**config.mk**
```make
export PLATFORM = sky130hd
export DESIGN_NAME = shift_sequencer
export DESIGN_NICKNAME = d
export VERILOG_FILES = /design/src/rtl/shift_sequencer_pkg.sv /design/src/rtl/shseq_piso.sv /design/src/rtl/shift_sequencer.sv
export SDC_FILE = /design/constraint.sdc
export NUM_CORES = 1
export LEC_CHECK = 0
export BUFFER_PORTS_ARGS = -buffer_cell sky130_fd_sc_hd__buf_4
export CAP_MARGIN = 20
export CORE_MARGIN = 2
export CORE_UTILIZATION = 53
export DETAILED_ROUTE_END_ITERATION = 8
export HOLD_SLACK_MARGIN = 0.1
export PLACE_DENSITY = 0.88
export SETUP_SLACK_MARGIN = 0.2
export SYNTH_ARGS = -nofsm -noshare
export SYNTH_HDL_FRONTEND = slang
export SYNTH_HIERARCHICAL = 1
export SYNTH_SLANG_ARGS = --single-unit
```
**constraint.sdc**
```tcl
create_clock -name clk -period 2 [get_ports clk]
set_input_delay 0.4 -clock clk [delete_from_list [all_inputs] [get_ports clk]]
set_output_delay 0.4 -clock clk [all_outputs]
set_load 0.005 [all_outputs]
```
**src/rtl/shift_sequencer_pkg.sv**
```systemverilog
// Shared types and helpers for the shift_sequencer controller.
package shift_sequencer_pkg;

  typedef enum logic [1:0] {
    IDLE  = 2'd0,
    SETUP = 2'd1,
    SHIFT = 2'd2,
    DONE  = 2'd3
  } state_t;

  localparam logic DIR_MSB = 1'b0;
  localparam logic DIR_LSB = 1'b1;

  // Counter width able to hold the value WIDTH itself (no wrap at full length).
  function automatic int unsigned cnt_w_f(input int unsigned width);
    return $clog2(width) + 1;
  endfunction

endpackage

```
**src/rtl/shseq_piso.sv**
```systemverilog
// Parallel-load serialiser: presents the next bit of the loaded pattern on
// o_bit and flags o_last when that bit is the final one of the command.
module shseq_piso
  import shift_sequencer_pkg::*;
#(
  parameter int unsigned WIDTH = 16,
  parameter int unsigned CNT_W = cnt_w_f(WIDTH)
) (
  input  logic             clk,
  input  logic             rst,
  input  logic             i_load,
  input  logic             i_step,
  input  logic             i_dir,
  input  logic [CNT_W-1:0] i_len,
  input  logic [WIDTH-1:0] i_data,
  output logic             o_bit,
  output logic             o_last
);

  logic [WIDTH-1:0] r_sh;
  logic             r_dir;
  logic [CNT_W-1:0] r_rem;
  logic [CNT_W-1:0] w_pad;

  // For MSB-first the pattern is left-aligned so data[len-1] sits at the top.
  assign w_pad = CNT_W'(WIDTH) - i_len;

  // Load pattern/count, then shift one position and count down per step.
  always_ff @(posedge clk or posedge rst) begin
    if (rst) begin
      r_sh  <= '0;
      r_dir <= DIR_MSB;
      r_rem <= '0;
    end else if (i_load) begin
      r_dir <= i_dir;
      r_rem <= i_len;
      r_sh  <= (i_dir == DIR_MSB) ? (i_data << w_pad) : i_data;
    end else if (i_step) begin
      r_sh  <= (r_dir == DIR_LSB) ? {1'b0, r_sh[WIDTH-1:1]} : {r_sh[WIDTH-2:0], 1'b0};
      r_rem <= r_rem - CNT_W'(1);
    end
  end

  assign o_bit  = (r_dir == DIR_LSB) ? r_sh[0] : r_sh[WIDTH-1];
  assign o_last = (r_rem == CNT_W'(1));

endmodule

```
**src/rtl/shift_sequencer.sv**
```systemverilog
// Command-driven controller for a bidirectional serial-in shift register.
// Optional stall input enabled by macro SHIFT_SEQUENCER_HOLD_EN.
module shift_sequencer
  import shift_sequencer_pkg::*;
#(
  parameter int unsigned WIDTH = 16,
  parameter int unsigned CNT_W = cnt_w_f(WIDTH)
) (
  input  logic             clk,
  input  logic             rst,
`ifdef SHIFT_SEQUENCER_HOLD_EN
  input  logic             hold,
`endif
  input  logic             cmd_valid,
  output logic             cmd_ready,
  input  logic             cmd_dir,
  input  logic [CNT_W-1:0] cmd_len,
  input  logic [WIDTH-1:0] cmd_data,
  output logic             sr_en,
  output logic             sr_dir,
  output logic             sr_d,
  output logic             busy,
  output logic             done,
  output logic             err
);

  state_t r_state, w_state_nxt;
  logic   r_last, w_last_nxt;
  logic   w_en_nxt, w_dir_nxt, w_d_nxt, w_done_nxt, w_err_nxt;
  logic   w_load, w_step, w_bit, w_piso_last, w_len_bad, w_hold;

`ifdef SHIFT_SEQUENCER_HOLD_EN
  assign w_hold = hold;
`else
  assign w_hold = 1'b0;
`endif

  assign cmd_ready = (r_state == IDLE);
  assign w_len_bad = (cmd_len == '0) || (cmd_len > CNT_W'(WIDTH));

  shseq_piso #(
    .WIDTH (WIDTH),
    .CNT_W (CNT_W)
  ) u_piso (
    .clk    (clk),
    .rst    (rst),
    .i_load (w_load),
    .i_step (w_step),
    .i_dir  (cmd_dir),
    .i_len  (cmd_len),
    .i_data (cmd_data),
    .o_bit  (w_bit),
    .o_last (w_piso_last)
  );

  // Next state and next registered outputs. r_last marks that the bit now on
  // sr_d is the final one, so the following edge ends the shift phase.
  always_comb begin
    w_state_nxt = r_state;
    w_last_nxt  = r_last;
    w_en_nxt    = 1'b0;
    w_dir_nxt   = sr_dir;
    w_d_nxt     = sr_d;
    w_done_nxt  = 1'b0;
    w_err_nxt   = 1'b0;
    w_load      = 1'b0;
    w_step      = 1'b0;
    case (r_state)
      IDLE: begin
        if (cmd_valid) begin
          if (w_len_bad) begin
            w_err_nxt = 1'b1;
          end else begin
            w_load      = 1'b1;
            w_dir_nxt   = cmd_dir;
            w_state_nxt = SETUP;
          end
        end
      end
      SETUP: begin
        w_en_nxt    = 1'b1;
        w_d_nxt     = w_bit;
        w_step      = 1'b1;
        w_last_nxt  = w_piso_last;
        w_state_nxt = SHIFT;
      end
      SHIFT: begin
        if (r_last) begin
          w_done_nxt  = 1'b1;
          w_state_nxt = DONE;
        end else if (!w_hold) begin
          w_en_nxt   = 1'b1;
          w_d_nxt    = w_bit;
          w_step     = 1'b1;
          w_last_nxt = w_piso_last;
        end
      end
      DONE: begin
        w_state_nxt = IDLE;
      end
      default: begin
        w_state_nxt = IDLE;
      end
    endcase
  end

  // State and output registers.
  always_ff @(posedge clk or posedge rst) begin
    if (rst) begin
      r_state <= IDLE;
      r_last  <= 1'b0;
      sr_en   <= 1'b0;
      sr_dir  <= 1'b0;
      sr_d    <= 1'b0;
      busy    <= 1'b0;
      done    <= 1'b0;
      err     <= 1'b0;
    end else begin
      r_state <= w_state_nxt;
      r_last  <= w_last_nxt;
      sr_en   <= w_en_nxt;
      sr_dir  <= w_dir_nxt;
      sr_d    <= w_d_nxt;
      busy    <= (w_state_nxt != IDLE);
      done    <= w_done_nxt;
      err     <= w_err_nxt;
    end
  end

endmodule

```
# ---- After elaboration in Yosys (flattened, before gate mapping)
# Index checks and enable logic that the tools add are counted.
dict set report op_classes {
  eq_ne 5
  mux 25
  bitwise 1
  n_lt_le_gt_ge 1
  add_sub_neg 2
  reduce_logical 8
  n_shift 1
}
# operator n
set ops {}
lappend ops {{$mux 16} 4}
lappend ops {{$shl 16x5->16} 1}
lappend ops {{$mux 1} 12}
lappend ops {{$mux 5} 2}
lappend ops {{$pmux 2 s4} 1}
lappend ops {{$mux 2} 3}
lappend ops {{$pmux 1 s2} 3}
lappend ops {{$reduce_bool 2->1} 3}
lappend ops {{$eq 5x1->1 const B} 1}
lappend ops {{$gt 5x5->1 const B} 1}
lappend ops {{$logic_not 5->1} 1}
lappend ops {{$sub 5x1->5 const B} 1}
lappend ops {{$sub 5x5->5 const A} 1}
lappend ops {{$eq 2x2->1 const B} 2}
lappend ops {{$reduce_and 3->1} 1}
lappend ops {{$eq 2x1->1 const B} 1}
lappend ops {{$logic_not 2->1} 1}
lappend ops {{$ne 2x2->1 const B} 1}
lappend ops {{$reduce_and 2->1} 1}
lappend ops {{$logic_or 1x1->1} 1}
lappend ops {{$not 1->1} 1}
dict set report word_totals {
  word_cells 54
  regBits 31
  out_inout_bits 7
}

# ---- Depth between registers and ports, before layout
dict set report logic_depth {
  ltp_word 6
  mapped_depth 10
  depth_no_buf 8
}

# ---- By module
# Netlist, hierarchy kept.
# module seq_area_each_um2 cells_per_inst n_inst area_each_um2
set by_module_without_submodules {}
lappend by_module_without_submodules {shseq_piso 550.5 208 1 2023.2}
lappend by_module_without_submodules {shift_sequencer 225.2 33 1 424.2}

# ---- Least setup slack after synthesis
# Ideal clock, no wire load.
dict set report synth_timing {
  kind {input -> register}
  from {in cmd_len[0]}
  to {reg u_piso.r_sh[9]}
  arrival_time_ps 2221
  stages 7
  n_path_buf 1
  setup_ps 104
  slack_ps -325
  path_cell_list {buf_2 -> inv_1 -> ha_1 -> xor2_4 -> mux4_2 -> or4_1 -> o311ai_1}
}
dict set report synth_between {
  elab_chain_len 6
  elab_cells_between_ends 11
  cone_classes {add/sub: 1; order compare: 1; shift: 1; mux: 5; reduce/logical: 3}
}
# element line_no
set synth_rtl {}
lappend synth_rtl {{start: declaration} shift_sequencer.sv:17} ;# input logic [CNT_W-1:0] cmd_len,
lappend synth_rtl {{parallel branches: the longest is 6 deep, another holds $sub 5x5->5} -}
lappend synth_rtl {{end signal: assignment} shseq_piso.sv:37} ;# r_sh <= (i_dir == DIR_MSB) ? (i_data << w_pad) : i_data;
lappend synth_rtl {{end signal: assignment} shseq_piso.sv:39} ;# r_sh <= (r_dir == DIR_LSB) ? {1'b0, r_sh[WIDTH-1:1]} : {r_sh[WIDTH-2:0], 1'b0};
lappend synth_rtl {{end: declaration} shseq_piso.sv:20} ;# logic [WIDTH-1:0] r_sh;
# Several ways; the timed one is not identified.
# A chain may end at the register's enable or synchronous reset.

# ---- Worst setup path in the final report
dict set report layout_timing {
  from {reg r_state[1]}
  to {reg u_piso.r_sh[11]}
}
dict set report layout_between {
  elab_chain_len 3
  elab_cells_between_ends 7
  cone_classes {eq/ne: 2; mux: 3; reduce/logical: 2}
}
# element line_no
set layout_rtl {}
lappend layout_rtl {{start: declaration} shift_sequencer.sv:27} ;# state_t r_state, w_state_nxt;
lappend layout_rtl {{start signal: assignment} shift_sequencer.sv:119} ;# r_state <= w_state_nxt;
lappend layout_rtl {{$eq 2x2->1 / $eq 2x1->1 (equally long branches)} -}
lappend layout_rtl {{$pmux 1 s2 *} -}
lappend layout_rtl {{net w_en_nxt} shift_sequencer.sv:29} ;# logic w_en_nxt, w_dir_nxt, w_d_nxt, w_done_nxt, w_err_nxt;
lappend layout_rtl {{$reduce_bool 2->1 (no line) *} -}
# Mark *: on every way through the listed nets, which the timed path passes. The rest lies on a longest branch.

==> qor.tcl <==
set qor(placed_cell_area_mm2) 0.00290
set qor(grt_max_degree) 33
set qor(hp-class) {in2reg}
set qor(rsz0062_at_grt) {yes}
set qor(port_buffers) 31
set qor(timing.final.ws_setup_ns) -0.000157
set qor(power.ir.vdd_worst_uv) 556
set qor(critPathMaxFanout) 16
set qor(die_height_um) 72.0
set qor(num-nets-final) 327
set qor(layout_common_cells) {55 x buf_4, 31 x dfrtp_1, 23 x mux2i_1}
set qor(p_per_area_mw_per_mm2) 1360
set qor(worstSkewPairLatency_ns) 0.28
set qor(violations) {setup timing}
set qor(layout_commonest_cell) {buf_4}
set qor(clkSinkCount) 31
set qor(setup_crit_start_kind) {register}
set qor(maxCapViolCount) 0
set qor(slew_headroom) 0.723
set qor(netlist_area_mm2) 0.00245
set qor(drt_drc_violations_left) 0
set qor(synth_seq_area_share) 0.317
set qor(finalCriticalPeriod_ns) 2.00
set qor(route.vias.total) 2319
set qor(grt_antenna_before_repair) 0
set qor(clk_path_buf_depth) 2
set qor(result_of_the_run) {complete, but fails checks}
set qor(synth_enable_flop_cells) 0
set qor(detailedRoute.firstPassIterationCount) 6
set qor(tritoncts) {done}
set qor(synth_net_count) 272
set qor(htreeDepth) 2
set qor(worst_clock_skew_on_the_final_layout_ns) 0.00334
set qor(wl_um) 7110
set qor(share_of_the_clock_period_used_by_the_worst_path) 1.00
set qor(drive_above_1_share) 0.421
set qor(timing.critical_path.arrival_ns) 2.14
set qor(place.detailed.instances) 329
set qor(route.antenna.remaining_nets) 0
set qor(layout-area-overhead-vs-synth_pct) 34.2
set qor(antenna_cells) 0
set qor(timing_worst_setup_path_type) {reg2reg}
set qor(required_ns) 2.14
set qor(timing_max_transition_violations_final) 0
set qor(core-area_mm2) 0.00441
set qor(async_flop_share) 1.00
set qor(dieArea_mm2) 0.00518
set qor(synth_warnings) 6
set qor(end_kind) {register}
set qor(syn_inst) 241
set qor(synth-main-ff-cell) {dfrtp_1}
set qor(vias_per_cell) 6.64
set qor(io_pins) 32
set qor(dp.final_hpwl_um) 4460
set qor(post_layout_nonfiller_instances) 349
set qor(syn_avg_cell_area_um2) 10.2
set qor(std_cell_rows) 24
set qor(first_global_vias) 1988
set qor(postLayoutCellArea_mm2) 0.00328
set qor(post_drt_wl_per_cell_um) 20.4
set qor(finalSetupTns_ns) -0.000157
set qor(grt.overflow.total) 0
set qor(static-leakage-power_nw) 1.38
set qor(clock.fmax_mhz) 500
set qor(place.gp.congestion) 0.909
set qor(worst_pin_slew_ns) 0.412
set qor(ys_types) 47
set qor(p_total_w) 0.00446
set qor(layout.filler_cells) 270
set qor(cts.reportedPaths.clkPinSlew_ns) 0.07
set qor(dr.first_iter.drc_count) 221
set qor(fin_hold_ws_ns) 0.387
set qor(start_util) 0.554
set qor(cts_made_buffers) 5
set qor(grt.total_usage) 0.245
set qor(clk_root_buffer_cell) {clkbuf_8}
set qor(final-hold-violation-count) 0
set qor(finalSetupViolations) 1
set qor(ffs_latches_synth) 31
set qor(grt_pass1_wl_um) 9750
set qor(die_w_um) 72.0
## registers in the layout, indices dropped and copies added, names as in the netlist
| signal | cells |
|---|---|
| u_piso/r_sh | 16 |
| u_piso/r_rem | 5 |
| busy | 1 |
| err | 1 |
| sr_d | 1 |
| r_last | 1 |
| done | 1 |
| r_state | 2 |
| sr_dir | 1 |
| sr_en | 1 |
| u_piso/r_dir | 1 |
## what timing repair did
action / 4_1_cts / 5_1_grt
endpoints found under the hold margin: 9 / 0
hold buffers: 1 / 0
gates cloned: 0 / 2
setup endpoints to repair: 20 / 20
pin swaps: 2 / 7
setup buffers: 4 / 5
gates resized for setup: 7 / 43
## power by group
part / internal [W] / switching, W
Clock: 0.000238 / 0.000240
Combinational: 0.00139 / 0.00139
Sequential: 0.000945 / 0.000253
## worst paths after layout
kind / start / cells after the start / to / slack, ns
max: r_state[1] / 9 / u_piso/r_sh[11] / -0.0002
min: cmd_data[7] / 3 / u_piso/r_sh[7] / 0.39
max reg2reg: r_state[1] / 9 / u_piso/r_sh[11] / -0.0002
min reg2reg: sr_d / 1 / sr_d / 0.51
max in group asynchronous: rst / 4 / u_piso/r_sh[1] / 1.07
min in group asynchronous: rst / 3 / sr_dir / 0.63
## cell families (layout without fill, tap and decap cells)
group,count (synthesis),count (layout),synth area share
AOI/OAI and AO/OA,50,50,0.141
xor gates and xnor gates,11,11,0.0501
adders and majority gates,6,6,0.0307
buffers and inverters,29,85,0.0506
DFF,31,31,0.317
muxes,49,49,0.259
and+or+nand+nor,65,65,0.152
## worst max-delay path, cell delays in order (launching register included)
cell	delay, ns
dfrtp_1	0.39
buf_4	0.14
ha_2	0.18
nor2b_1	0.13
o21a_2	0.26
buf_12	0.17
nor2_1	0.09
a211oi_1	0.06
a31oi_1	0.28
o311ai_1	0.17
## synth_stat cells, types with 2 or more instances
| cell type | instances | share of area |
|---|---|---|
| a211oi_1 | 7 | 0.021 |
| nor2b_1 | 4 | 0.010 |
| o311ai_1 | 4 | 0.014 |
| nor3_1 | 4 | 0.0082 |
| xor2_1 | 5 | 0.018 |
| mux2_2 | 5 | 0.023 |
| or4_1 | 2 | 0.0061 |
| a31oi_1 | 9 | 0.023 |
| nand3_1 | 11 | 0.022 |
| mux2_1 | 10 | 0.046 |
| nand2_1 | 15 | 0.023 |
| nor2_1 | 7 | 0.011 |
| mux4_2 | 6 | 0.055 |
| xnor2_1 | 4 | 0.014 |
| inv_1 | 9 | 0.014 |
| o221ai_1 | 11 | 0.039 |
| nor4b_1 | 2 | 0.0072 |
| nand4_1 | 4 | 0.010 |
| o21ai_0 | 9 | 0.018 |
| mux2i_1 | 25 | 0.10 |
| ha_1 | 6 | 0.031 |
| nand3b_1 | 2 | 0.0061 |
| dfrtp_1 | 31 | 0.32 |
| o21ai_1 | 4 | 0.0082 |
| clkbuf_1 | 12 | 0.018 |
| a21oi_1 | 2 | 0.0041 |
| buf_2 | 3 | 0.0061 |
| nand2b_1 | 4 | 0.010 |
| mux4_1 | 3 | 0.032 |
| and3_1 | 3 | 0.0077 |
| clkinv_1 | 2 | 0.0031 |
## stage by stage
stage | setup slack, ns | utilization
5_1_grt | -0.0937 | 0.744
3_5_place_dp | -0.164 | 0.656
6_report | -0.000157 | 0.744
3_3_place_gp | -0.123 | 0.656
2_1_floorplan | -0.138 | -
4_1_cts | 0.134 | 0.688
## metal layers
metal / wire length (µm) / track usage / up-vias
met1: 2780 / 0.340 / 1113
met2: 3540 / 0.389 / 151
met4: 319 / 0.113 / 0
li1: - / - / 1023
met5: 0 / 0 / -
met3: 472 / 0.0250 / 32
## layout make-up
cell class | count | area, µm² | area share
inverter | 11 | 46.3 | 0.0141
timing repair buffer | 66 | 593 | 0.181
clock buffer | 5 | 68.8 | 0.0210
sequential | 31 | 776 | 0.236
tap | 52 | 65.1 | 0.0198
multi-input combinational | 181 | 1720 | 0.524
clock inverter | 3 | 15.0 | 0.00457
Note: power is estimated with default switching activity, not from simulation.
